===== config.mk =====
export PLATFORM = sky130hd
export DESIGN_NAME = hazard_sequencer_flat
export DESIGN_NICKNAME = d
export VERILOG_FILES = /design/src/rtl/hazard_sequencer_if.sv /design/src/rtl/hazard_sequencer.sv /design/src/flat_wrapper.sv
export SDC_FILE = /design/constraint.sdc
export NUM_CORES = 1
export LEC_CHECK = 0
export ABC_CLOCK_PERIOD_IN_PS = 4800
export CAP_MARGIN = 20
export CORE_UTILIZATION = 50
export CTS_BUF_LIST = sky130_fd_sc_hd__clkbuf_4
export DETAILED_ROUTE_END_ITERATION = 8
export PLACE_DENSITY = 0.95
export SYNTH_ARGS = -nofsm -noshare
export SYNTH_HDL_FRONTEND = slang
export SYNTH_SLANG_ARGS = --single-unit

===== constraint.sdc =====
create_clock -name clk -period 4.8 [get_ports clk]
set_input_delay 0.48 -clock clk [delete_from_list [all_inputs] [get_ports clk]]
set_output_delay 0.48 -clock clk [all_outputs]
set_load 0.005 [all_outputs]

===== src/rtl/hazard_sequencer_if.sv =====
// ---------------------------------------------------------------------------
// hazard_sequencer_if
// Groups the hazard/stall sequencer's pipeline-facing signals.
//   master : the core side (drives the cache/hazard status, reads the
//            load/bubble/flush controls and the performance counters)
//   slave  : the sequencer itself
// Status in  : imem_req, imem_resp, dmem_req, dmem_resp, id_sr1, id_sr2,
//              id_sr1_used, id_sr2_used, ex_memread, ex_destreg,
//              mem_ctrl_taken
// Control out: load_pc, load_if_id, load_id_ex, load_ex_mem, load_mem_wb,
//              bubble_id_ex, flush_if_id, flush_ex_mem, pc_sel_target,
//              stall_count, flush_count
// ---------------------------------------------------------------------------
interface hazard_sequencer_if #(
    parameter int CNT_WIDTH = 16
);
    logic                 imem_req;
    logic                 imem_resp;
    logic                 dmem_req;
    logic                 dmem_resp;
    logic [2:0]           id_sr1;
    logic [2:0]           id_sr2;
    logic                 id_sr1_used;
    logic                 id_sr2_used;
    logic                 ex_memread;
    logic [2:0]           ex_destreg;
    logic                 mem_ctrl_taken;

    logic                 load_pc;
    logic                 load_if_id;
    logic                 load_id_ex;
    logic                 load_ex_mem;
    logic                 load_mem_wb;
    logic                 bubble_id_ex;
    logic                 flush_if_id;
    logic                 flush_ex_mem;
    logic                 pc_sel_target;
    logic [CNT_WIDTH-1:0] stall_count;
    logic [CNT_WIDTH-1:0] flush_count;

    modport master (
        output imem_req, imem_resp, dmem_req, dmem_resp,
               id_sr1, id_sr2, id_sr1_used, id_sr2_used,
               ex_memread, ex_destreg, mem_ctrl_taken,
        input  load_pc, load_if_id, load_id_ex, load_ex_mem, load_mem_wb,
               bubble_id_ex, flush_if_id, flush_ex_mem, pc_sel_target,
               stall_count, flush_count
    );

    modport slave (
        input  imem_req, imem_resp, dmem_req, dmem_resp,
               id_sr1, id_sr2, id_sr1_used, id_sr2_used,
               ex_memread, ex_destreg, mem_ctrl_taken,
        output load_pc, load_if_id, load_id_ex, load_ex_mem, load_mem_wb,
               bubble_id_ex, flush_if_id, flush_ex_mem, pc_sel_target,
               stall_count, flush_count
    );
endinterface


===== src/rtl/hazard_sequencer.sv =====
// ---------------------------------------------------------------------------
// hazard_sequencer
// Stall/flush sequencer for the 5-stage LC-3b pipeline. Produces the load
// enables for PC and the four pipeline registers, inserts ID/EX bubbles on
// load-use hazards and I-cache misses, freezes the pipe on D-cache misses,
// and flushes younger stages when a taken control transfer resolves in MEM.
// Saturating counters track stalled cycles and committed control flushes.
// Ports:
//   clk : core clock, all state on rising edge
//   rst : synchronous, active-high reset
//   hz  : hazard_sequencer_if.slave (status in, controls/counters out)
// Control outputs are combinational from state and inputs; the counters
// are registered.
// ---------------------------------------------------------------------------
module hazard_sequencer #(
    parameter int CNT_WIDTH = 16
) (
    input  logic                clk,
    input  logic                rst,
    hazard_sequencer_if.slave   hz
);

    typedef enum logic [0:0] {
        ST_RUN        = 1'b0,
        ST_FLUSH_PEND = 1'b1
    } state_e;

    localparam logic [CNT_WIDTH-1:0] CNT_MAX = {CNT_WIDTH{1'b1}};
    localparam logic [CNT_WIDTH-1:0] CNT_ONE = {{(CNT_WIDTH-1){1'b0}}, 1'b1};

    state_e               state_q, state_d;
    logic [CNT_WIDTH-1:0] stall_cnt_q, stall_cnt_d;
    logic [CNT_WIDTH-1:0] flush_cnt_q, flush_cnt_d;

    logic dstall_s;
    logic istall_s;
    logic lu_s;
    logic flush_inc_s;

    logic load_pc_s;
    logic load_if_id_s;
    logic load_id_ex_s;
    logic load_ex_mem_s;
    logic load_mem_wb_s;
    logic bubble_id_ex_s;
    logic flush_if_id_s;
    logic flush_ex_mem_s;
    logic pc_sel_target_s;

    assign dstall_s = hz.dmem_req & ~hz.dmem_resp;
    assign istall_s = hz.imem_req & ~hz.imem_resp;
    assign lu_s     = hz.ex_memread &
                      ((hz.id_sr1_used & (hz.ex_destreg == hz.id_sr1)) |
                       (hz.id_sr2_used & (hz.ex_destreg == hz.id_sr2)));

    // Next-state and pipeline control decode
    always_comb begin
        state_d         = state_q;
        flush_inc_s     = 1'b0;
        load_pc_s       = 1'b0;
        load_if_id_s    = 1'b0;
        load_id_ex_s    = 1'b0;
        load_ex_mem_s   = 1'b0;
        load_mem_wb_s   = 1'b0;
        bubble_id_ex_s  = 1'b0;
        flush_if_id_s   = 1'b0;
        flush_ex_mem_s  = 1'b0;
        pc_sel_target_s = 1'b0;

        if (rst) begin
            // Controls stay low; any pending flush is dropped.
            state_d = ST_RUN;
        end else begin
            case (state_q)
                ST_RUN: begin
                    if (dstall_s) begin
                        // Full freeze; a taken branch in MEM is held until release.
                        state_d = ST_RUN;
                    end else if (hz.mem_ctrl_taken & ~istall_s) begin
                        // Redirect now; also covers a coincident load-use, whose
                        // ID instruction is on the wrong path anyway.
                        load_pc_s       = 1'b1;
                        load_if_id_s    = 1'b1;
                        load_id_ex_s    = 1'b1;
                        load_ex_mem_s   = 1'b1;
                        load_mem_wb_s   = 1'b1;
                        pc_sel_target_s = 1'b1;
                        flush_if_id_s   = 1'b1;
                        bubble_id_ex_s  = 1'b1;
                        flush_ex_mem_s  = 1'b1;
                        flush_inc_s     = 1'b1;
                    end else if (hz.mem_ctrl_taken) begin
                        // Fetch is stuck: kill the younger in-flight work now and
                        // redirect PC once the I-cache answers.
                        load_id_ex_s   = 1'b1;
                        load_ex_mem_s  = 1'b1;
                        load_mem_wb_s  = 1'b1;
                        bubble_id_ex_s = 1'b1;
                        flush_ex_mem_s = 1'b1;
                        state_d        = ST_FLUSH_PEND;
                    end else if (lu_s | istall_s) begin
                        // Hold PC and IF/ID, let older stages drain behind a bubble.
                        load_id_ex_s   = 1'b1;
                        load_ex_mem_s  = 1'b1;
                        load_mem_wb_s  = 1'b1;
                        bubble_id_ex_s = 1'b1;
                    end else begin
                        load_pc_s     = 1'b1;
                        load_if_id_s  = 1'b1;
                        load_id_ex_s  = 1'b1;
                        load_ex_mem_s = 1'b1;
                        load_mem_wb_s = 1'b1;
                    end
                end
                ST_FLUSH_PEND: begin
                    // MEM holds a bubble here, so mem_ctrl_taken is not consulted.
                    if (dstall_s) begin
                        state_d = ST_FLUSH_PEND;
                    end else if (istall_s) begin
                        load_id_ex_s   = 1'b1;
                        load_ex_mem_s  = 1'b1;
                        load_mem_wb_s  = 1'b1;
                        bubble_id_ex_s = 1'b1;
                    end else begin
                        // Fetch released: take the remembered target.
                        load_pc_s       = 1'b1;
                        load_if_id_s    = 1'b1;
                        load_id_ex_s    = 1'b1;
                        load_ex_mem_s   = 1'b1;
                        load_mem_wb_s   = 1'b1;
                        pc_sel_target_s = 1'b1;
                        flush_if_id_s   = 1'b1;
                        bubble_id_ex_s  = 1'b1;
                        flush_inc_s     = 1'b1;
                        state_d         = ST_RUN;
                    end
                end
                default: begin
                    state_d = ST_RUN;
                end
            endcase
        end
    end

    // Saturating counter next values
    always_comb begin
        stall_cnt_d = stall_cnt_q;
        flush_cnt_d = flush_cnt_q;
        if (~load_pc_s && (stall_cnt_q != CNT_MAX)) begin
            stall_cnt_d = stall_cnt_q + CNT_ONE;
        end else begin
            stall_cnt_d = stall_cnt_q;
        end
        if (flush_inc_s && (flush_cnt_q != CNT_MAX)) begin
            flush_cnt_d = flush_cnt_q + CNT_ONE;
        end else begin
            flush_cnt_d = flush_cnt_q;
        end
    end

    // State and counter registers
    always_ff @(posedge clk) begin
        if (rst) begin
            state_q     <= ST_RUN;
            stall_cnt_q <= {CNT_WIDTH{1'b0}};
            flush_cnt_q <= {CNT_WIDTH{1'b0}};
        end else begin
            state_q     <= state_d;
            stall_cnt_q <= stall_cnt_d;
            flush_cnt_q <= flush_cnt_d;
        end
    end

    assign hz.load_pc       = load_pc_s;
    assign hz.load_if_id    = load_if_id_s;
    assign hz.load_id_ex    = load_id_ex_s;
    assign hz.load_ex_mem   = load_ex_mem_s;
    assign hz.load_mem_wb   = load_mem_wb_s;
    assign hz.bubble_id_ex  = bubble_id_ex_s;
    assign hz.flush_if_id   = flush_if_id_s;
    assign hz.flush_ex_mem  = flush_ex_mem_s;
    assign hz.pc_sel_target = pc_sel_target_s;
    assign hz.stall_count   = stall_cnt_q;
    assign hz.flush_count   = flush_cnt_q;

endmodule


===== src/flat_wrapper.sv =====
// flat-port wrapper written by rule: the top's interface ports become plain ports
module hazard_sequencer_flat 
#(
    parameter int CNT_WIDTH = 16
)
  (clk, rst, hz_imem_req, hz_imem_resp, hz_dmem_req, hz_dmem_resp, hz_id_sr1, hz_id_sr2, hz_id_sr1_used, hz_id_sr2_used, hz_ex_memread, hz_ex_destreg, hz_mem_ctrl_taken, hz_load_pc, hz_load_if_id, hz_load_id_ex, hz_load_ex_mem, hz_load_mem_wb, hz_bubble_id_ex, hz_flush_if_id, hz_flush_ex_mem, hz_pc_sel_target, hz_stall_count, hz_flush_count);
  hazard_sequencer_if #(.CNT_WIDTH(CNT_WIDTH)) hz_i ();
  input  logic clk;
  input  logic rst;
  input wire logic [$bits(hz_i.imem_req)-1:0] hz_imem_req;
  input wire logic [$bits(hz_i.imem_resp)-1:0] hz_imem_resp;
  input wire logic [$bits(hz_i.dmem_req)-1:0] hz_dmem_req;
  input wire logic [$bits(hz_i.dmem_resp)-1:0] hz_dmem_resp;
  input wire logic [$bits(hz_i.id_sr1)-1:0] hz_id_sr1;
  input wire logic [$bits(hz_i.id_sr2)-1:0] hz_id_sr2;
  input wire logic [$bits(hz_i.id_sr1_used)-1:0] hz_id_sr1_used;
  input wire logic [$bits(hz_i.id_sr2_used)-1:0] hz_id_sr2_used;
  input wire logic [$bits(hz_i.ex_memread)-1:0] hz_ex_memread;
  input wire logic [$bits(hz_i.ex_destreg)-1:0] hz_ex_destreg;
  input wire logic [$bits(hz_i.mem_ctrl_taken)-1:0] hz_mem_ctrl_taken;
  output wire logic [$bits(hz_i.load_pc)-1:0] hz_load_pc;
  output wire logic [$bits(hz_i.load_if_id)-1:0] hz_load_if_id;
  output wire logic [$bits(hz_i.load_id_ex)-1:0] hz_load_id_ex;
  output wire logic [$bits(hz_i.load_ex_mem)-1:0] hz_load_ex_mem;
  output wire logic [$bits(hz_i.load_mem_wb)-1:0] hz_load_mem_wb;
  output wire logic [$bits(hz_i.bubble_id_ex)-1:0] hz_bubble_id_ex;
  output wire logic [$bits(hz_i.flush_if_id)-1:0] hz_flush_if_id;
  output wire logic [$bits(hz_i.flush_ex_mem)-1:0] hz_flush_ex_mem;
  output wire logic [$bits(hz_i.pc_sel_target)-1:0] hz_pc_sel_target;
  output wire logic [$bits(hz_i.stall_count)-1:0] hz_stall_count;
  output wire logic [$bits(hz_i.flush_count)-1:0] hz_flush_count;
  assign hz_i.imem_req = hz_imem_req;
  assign hz_i.imem_resp = hz_imem_resp;
  assign hz_i.dmem_req = hz_dmem_req;
  assign hz_i.dmem_resp = hz_dmem_resp;
  assign hz_i.id_sr1 = hz_id_sr1;
  assign hz_i.id_sr2 = hz_id_sr2;
  assign hz_i.id_sr1_used = hz_id_sr1_used;
  assign hz_i.id_sr2_used = hz_id_sr2_used;
  assign hz_i.ex_memread = hz_ex_memread;
  assign hz_i.ex_destreg = hz_ex_destreg;
  assign hz_i.mem_ctrl_taken = hz_mem_ctrl_taken;
  assign hz_load_pc = hz_i.load_pc;
  assign hz_load_if_id = hz_i.load_if_id;
  assign hz_load_id_ex = hz_i.load_id_ex;
  assign hz_load_ex_mem = hz_i.load_ex_mem;
  assign hz_load_mem_wb = hz_i.load_mem_wb;
  assign hz_bubble_id_ex = hz_i.bubble_id_ex;
  assign hz_flush_if_id = hz_i.flush_if_id;
  assign hz_flush_ex_mem = hz_i.flush_ex_mem;
  assign hz_pc_sel_target = hz_i.pc_sel_target;
  assign hz_stall_count = hz_i.stall_count;
  assign hz_flush_count = hz_i.flush_count;
  hazard_sequencer #(.CNT_WIDTH(CNT_WIDTH)) u_core (.clk(clk), .rst(rst), .hz(hz_i));
endmodule

==> results by group, run 1 <==
Clock network
  • CTS tree: built
  • Max H-tree Level: 2
  • Resize count post-CTS: 0
  • Clk sinks: 33
  • Worst-skew pair later-pin latency: 0.34 ns
  • Root buf cell: clkbuf_4
  • Total CTS buffers: 5
  • Hold_buf cts: 0
  • CTS Buffer Depth: 2
  • Clock Pin Slew Worst Setup and Hold Paths: 0.10 ns
  • Setup Buffers After CTS: 0

Logic synthesis
  • Top FF cell, synth: dfxtp_1
  • Share of flip-flops with an asynchronous set or reset: 0%
  • Syn Nets: 219
  • Post-Syn Area: 1769 sq um
  • Number of synthesized flops with an enable pin: 0
  • Netlist cell types: 49
  • Synth warnings: 0
  • Flops & latches, synth: 33
  • Post-Syn Instances: 198
  • Post-synthesis sequential area ratio: 37.34%
  • Mean Syn Cell Area: 8.935 sq um

Timing
  • Crit path time final: 2.852 ns
  • Worst Tran Pin Value: 0.4142 ns
  • Setup-failing EPs final: 0
  • Crit share post-route: 59.42%
  • RSZ-0062 raised after global routing: false
  • Slew headroom: 72.28%
  • Setup tns final: 0 ns
  • Fin. max-slew vios: 0
  • Fmax: 350.6 MHz
  • Clock skew: 0.008070 ns
  • Final Hold Fails: 0

Placed design
  • Gp weighted congestion: 0.7513
  • DP HPWL: 2906 um
  • Number of port buffers: 59

Routing
  • Detailed-route wire length: 3867 um
  • Routed vias: 1607
  • Vias/cell: 5.321
  • TritonRoute pass-1 iters: 4
  • WL per Instance: 12.80 um
  • DRC Markers: 0
  • ANT nets after route: 0
  • Iter 0 DRT Violations: 59

Power
  • Worst IR Drop VDD: 0.0001754 V
  • Power per cell area: 213.3 nW/um^2
  • LEAKAGE: 0.8549 nW

Floorplan
  • DIE WIDTH: 61.49 um
  • Initial core utilization: 52.60%
  • Die H: 61.49 um
  • Die ar.: 3780 sq um
  • Row Count: 21
  • # IOs: 60
  • Core region area: 3363 sq um

Finish
  • Final net count: 276
  • N_diodes: 0
  • Area grow syn2layout: 36.14%
  • Core Util, Final: 71.61%
  • Layout cells sized above 1: 7.813%

Critical path
  • CP cell instances: clkdlybuf4s50_1 -> or4_4 -> inv_2 -> clkdlybuf4s50_1
  • Setup crit end kind: primary output
  • Worst Setup Start Kind: input pin
  • R2r setup slk: 2.80 ns
  • WP data arrival: 2.37 ns
  • Peak fanout along the critical path: 12
  • Max incr delay on CP: 0.67 ns
  • Req. time, crit path: 4.32 ns
  • Cell mode on critical path: clkdlybuf4s50_1
  • WS Path Type: input pin to primary output
  • Slowest CP cell: or4_4

Min path
  • Worst hold-check path type: register to register

Global route
  • Global Route Usage Sum: 22.76%
  • Vias in the first global route: 1450
  • Largest net degree at the start of global routing: 35
  • Initial antenna violation count: 0
  • Congestion Overflow GR: 0
  • First-pass GRT wire length: 6375 um

Status
  • Status: completed

Run
  • Max-cap violations: 0
-- flip-flops by register name (all words and copies together) (netlist names) --
name                   cells
u_core.hz.flush_count     16
u_core.hz.stall_count     16
u_core.state_q             1
-- synth_stat cells (3+ instances only) --
cell type,n,share of area [%]
xnor2_1,9,4.5
xor2_1,13,6.4
a21oi_1,8,2.3
clkbuf_1,3,0.64
nand2_1,5,1.1
nor2_1,33,7.0
nand3_1,10,2.8
and3_1,5,1.8
nand2b_1,3,1.1
nor2b_1,8,2.8
and4_1,4,2.0
nand4_1,14,5.0
mux2_1,6,3.8
dfxtp_1,33,37
buf_4,4,1.7
o21ai_0,3,0.85
-- cells in the final DEF (no fill, tap or decap), drive strengths merged, types with 4 or more instances in the layout --
cell type and instances:
xor2 13, clkbuf 6, nor2b 9, a21oi 9, and3 5, xnor2 9, mux2 6, nor2 34
dfxtp 33, nand3 10, nand4 14, clkdlybuf4s50 59, and4 4, o21ai 4, nand2 5
-- per-stage QoR --
step | hold WS [ns] | power, mW | instances | area, sq um | setup WS [ns]
global placement | 0.4955 | 0.3642 | 294 | 2354 | 1.976
floorplan | 0.4806 | 0.3308 | 198 | 1769 | 2.750
CTS | 0.5209 | 0.5198 | 302 | 2409 | 1.940
global route | 0.5595 | 0.5409 | 302 | 2409 | 1.870
finish | 0.5198 | 0.5137 | 302 | 2409 | 1.948
detailed placement | 0.5050 | 0.3671 | 294 | 2354 | 1.943
-- layer usage --
| layer | GRT usage (%) | wire (um) |
|---|---|---|
| met5 | 0 | 0 |
| met3 | 4.622 | 169 |
| met2 | 39.17 | 1906 |
| met4 | 7.937 | 61 |
| met1 | 28.19 | 1729 |
-- power by group --
part           switching, mW  leakage, nW  total [mW]  internal [mW]
combinational         0.0319        0.553      0.0762         0.0443
clock                 0.0919       0.0354       0.153         0.0613
sequential           0.00599        0.266       0.284          0.278
-- critical path: cells and delay by family --
family | cells | cell delay, ns
buffers and inverters | 3 | 1.22
AND/OR/NAND/NOR | 1 | 0.67
-- cells by family (layout without fill, tap and decap cells) --
group                      count (synthesis)  after routing  share of synthesized area (%)
AOI/OAI and AO/OA                         24             24                          10.82
xor gates and xnor gates                  22             22                          10.89
adders and majority gates                  2              2                          1.414
buffers and inverters                     13             71                          4.667
DFF                                       33             33                          37.34
muxes                                      8              8                          4.950
and+or+nand+nor                           96             96                          29.92
-- final cells by class --
class,instances,area [sq um]
timing repair buffer,60,598.1
fill,296,954.7
multi-input combinational,152,1026
clock buffer,6,45.04
sequential,33,660.6
tap,46,57.56
inverter,3,11.26
clock inverter,2,10.01
-- worst paths after layout --
kind / from / end / depth (start not counted)
worst min register to register: u_core.hz.stall_count[14]$_SDFFE_PP0P_ / u_core.hz.stall_count[14]$_SDFFE_PP0P_ / 2
worst min-delay path: u_core.hz.stall_count[14]$_SDFFE_PP0P_ / u_core.hz.stall_count[14]$_SDFFE_PP0P_ / 2
worst max-delay path: rst / hz_flush_if_id / 4
worst max register to register: u_core.hz.stall_count[0]$_SDFFE_PP0P_ / u_core.hz.stall_count[14]$_SDFFE_PP0P_ / 6
No activity file was read; power rests on OpenSTA's default activity.
==> run 2, diff against run 1 <==
- ABC_CLOCK_PERIOD_IN_PS: 4800 -> 2700
- CORE_UTILIZATION: 50 -> 47
- PLACE_DENSITY: 0.95 -> 0.93
- clock period: 4.8 -> 2.7 ns (I/O delays scaled with it)
==> run 2 against run 1 <==
Effect of this change: final area increased by 0.31%; routed wire length grew 6.9%; setup slack got worse by 1.7 ns; register-to-register slack got worse by 2.1 ns; sequential power up 78%; critical path type unchanged; combinational power up 77%; clock-buffer cell count is 1 lower.
==> results by group, run 2 (synthesis gave the netlist of run 1 again) <==
Timing
  • Setup tns final: 0 ns (unchanged)
  • Fin worst setup slack: 0.2188 ns (-1.729 ns)
  • Fin. max-slew vios: 0 (unchanged)
  • Fmax: 403.0 MHz
  • RSZ-0062 raised after global routing: false
  • Slew headroom: 73.09% (+0.81 points)
  • Setup-failing EPs final: 0 (unchanged)
  • Crit share post-route: 91.90%
  • Clock skew: 0.01298 ns (+0.004913 ns)
  • Final Hold Fails: 0 (unchanged)
  • Worst Tran Pin Value: 0.4029 ns (-0.01131 ns)
  • Crit path time final: 2.481 ns

Clock network
  • Root buf cell: clkbuf_4
  • Resize count post-CTS: 0 (unchanged)
  • Hold_buf cts: 0 (unchanged)
  • CTS tree: built
  • CTS Buffer Depth: 2 (unchanged)
  • Setup Buffers After CTS: 0 (unchanged)
  • Max H-tree Level: 2 (unchanged)
  • Worst-skew pair later-pin latency: 0.36 ns (+0.02 ns)
  • Total CTS buffers: 5 (unchanged)
  • Clock Pin Slew Worst Setup and Hold Paths: 0.12 ns (+0.02 ns)
  • Clk sinks: 33 (unchanged)

Critical path
  • CP cell instances: clkdlybuf4s50_1 -> xnor2_1 -> nand4_1 -> a2111oi_4 -> nor2_2 -> clkdlybuf4s50_1
  • Req. time, crit path: 2.43 ns (-1.89 ns)
  • Max incr delay on CP: 0.54 ns (-0.13 ns)
  • Worst Setup Start Kind: input pin
  • Slowest CP cell: clkdlybuf4s50_1
  • WP data arrival: 2.21 ns (-0.16 ns)
  • Setup crit end kind: primary output
  • WS Path Type: input pin to primary output
  • Cell mode on critical path: clkdlybuf4s50_1
  • Top cell family by delay on the critical path: buffers and inverters
  • Bufs and invs on worst path: 2 (-1)
  • Peak fanout along the critical path: 3 (-9)

Power
  • Pwr Total: 919.0 uW (+79%)
  • LEAKAGE: 0.8559 nW (+0.12%)
  • Power per cell area: 380.4 nW/um^2 (+78%)
  • Worst IR Drop VDD: 0.0002625 V (+50%)

Placed design
  • Gp weighted congestion: 0.7700 (+2.5%)
  • Number of port buffers: 59 (unchanged)
  • DP HPWL: 3063 um (+5.4%)
  • Placed Instances: 295 (+0.34%)
  • Pre-CTS setup slack: 0.2539 ns (-1.689 ns)
  • Placed cell area: 2361 sq um (+0.32%)

Routing
  • Detailed-route wire length: 4135 um (+6.9%)
  • DRC Markers: 0 (unchanged)
  • Iter 0 DRT Violations: 127 (+120%)
  • TritonRoute pass-1 iters: 4 (unchanged)
  • ANT nets after route: 0 (unchanged)
  • Vias/cell: 5.479 (+3.0%)
  • Routed vias: 1660 (+3.3%)
  • WL per Instance: 13.65 um (+6.6%)

Floorplan
  • Die H: 63.36 um (+3.0%)
  • Die ar.: 4014 sq um (+6.2%)
  • DIE WIDTH: 63.36 um (+3.0%)
  • # IOs: 60 (unchanged)
  • Core region area: 3468 sq um (+3.1%)
  • Row Count: 21 (unchanged)
  • Initial core utilization: 51.01% (-1.6 points)

Run
  • Max-cap violations: 0 (unchanged)

Global route
  • Vias in the first global route: 1563 (+7.8%)
  • First-pass GRT wire length: 7010 um (+10%)
  • Largest net degree at the start of global routing: 41 (+17%)
  • Global Route Usage Sum: 22.20% (-0.56 points)
  • Congestion Overflow GR: 0 (unchanged)
  • Initial antenna violation count: 0 (unchanged)

Finish
  • Storage element area: 660.6 sq um (unchanged)
  • Most common cell after layout, fill and taps aside: clkdlybuf4s50_1
  • Commonest non-fill, non-tap cells in the layout: 59 x clkdlybuf4s50_1, 33 x nor2_1, 33 x dfxtp_1
  • Layout cells sized above 1: 8.171% (+0.36 points)
  • N_diodes: 0 (unchanged)
  • Multi-input gate area: 1026 sq um (unchanged)
  • Post-route insts no fill: 303 (+0.33%)
  • Fillers: 299 (+1.0%)
  • Final net count: 277 (+0.36%)
  • Area grow syn2layout: 36.56%
  • Design area: 2416 sq um (+0.31%)

Status
  • Status: completed

Min path
  • Worst hold-check path type: register to register
run 2: cell count changes in the layout (fill, tap and decap cells not counted):
cell and change:
buf_4 +1, clkbuf_4 -1, clkinvlp_4 +1
run 2: power by group:
group	internal, mW	total [mW]	switching (mW)
logic	0.0786	0.135	0.0566
clock network	0.0980	0.279	0.181
registers	0.495	0.505	0.0103
total	0.671	0.919	0.248
run 2: metrics by stage:
step	hold WS [ns]	utilization [%]
global placement	0.4899	68.07
global route	0.5393	69.66
detailed placement	0.5019	68.07
floorplan	0.4806	-
finish	0.5300	69.66
CTS	0.5186	69.66
run 2: cell type report:
cell class | count | area share (%)
clock inverters | 3 | 0.7250
well taps | 46 | 2.382
repair buffers | 61 | 25.06
flip-flops and latches | 33 | 27.34
inverters | 3 | 0.4661
multi-input cells | 152 | 42.46
clock buffers | 5 | 1.554
run 2: final timing paths:
path / startpoint / end / slack (ns) / cells past startpoint
worst min register to register: u_core.hz.flush_count[14]$_SDFFE_PP0P_ / u_core.hz.flush_count[14]$_SDFFE_PP0P_ / 0.53 / 1
worst max register to register: u_core.hz.stall_count[0]$_SDFFE_PP0P_ / u_core.hz.stall_count[10]$_SDFFE_PP0P_ / 0.74 / 7
worst max-delay path: hz_ex_destreg[2] / hz_load_pc / 0.22 / 6
worst min-delay path: u_core.hz.flush_count[14]$_SDFFE_PP0P_ / u_core.hz.flush_count[14]$_SDFFE_PP0P_ / 0.53 / 1
run 2: per-layer routing:
metal	vias up	track usage, %	part of all wire (%)
li1	827	-	-
met4	0	8.239	1.2
met5	-	0	0
met1	769	24.50	42
met3	6	6.341	5.2
met2	58	39.76	52
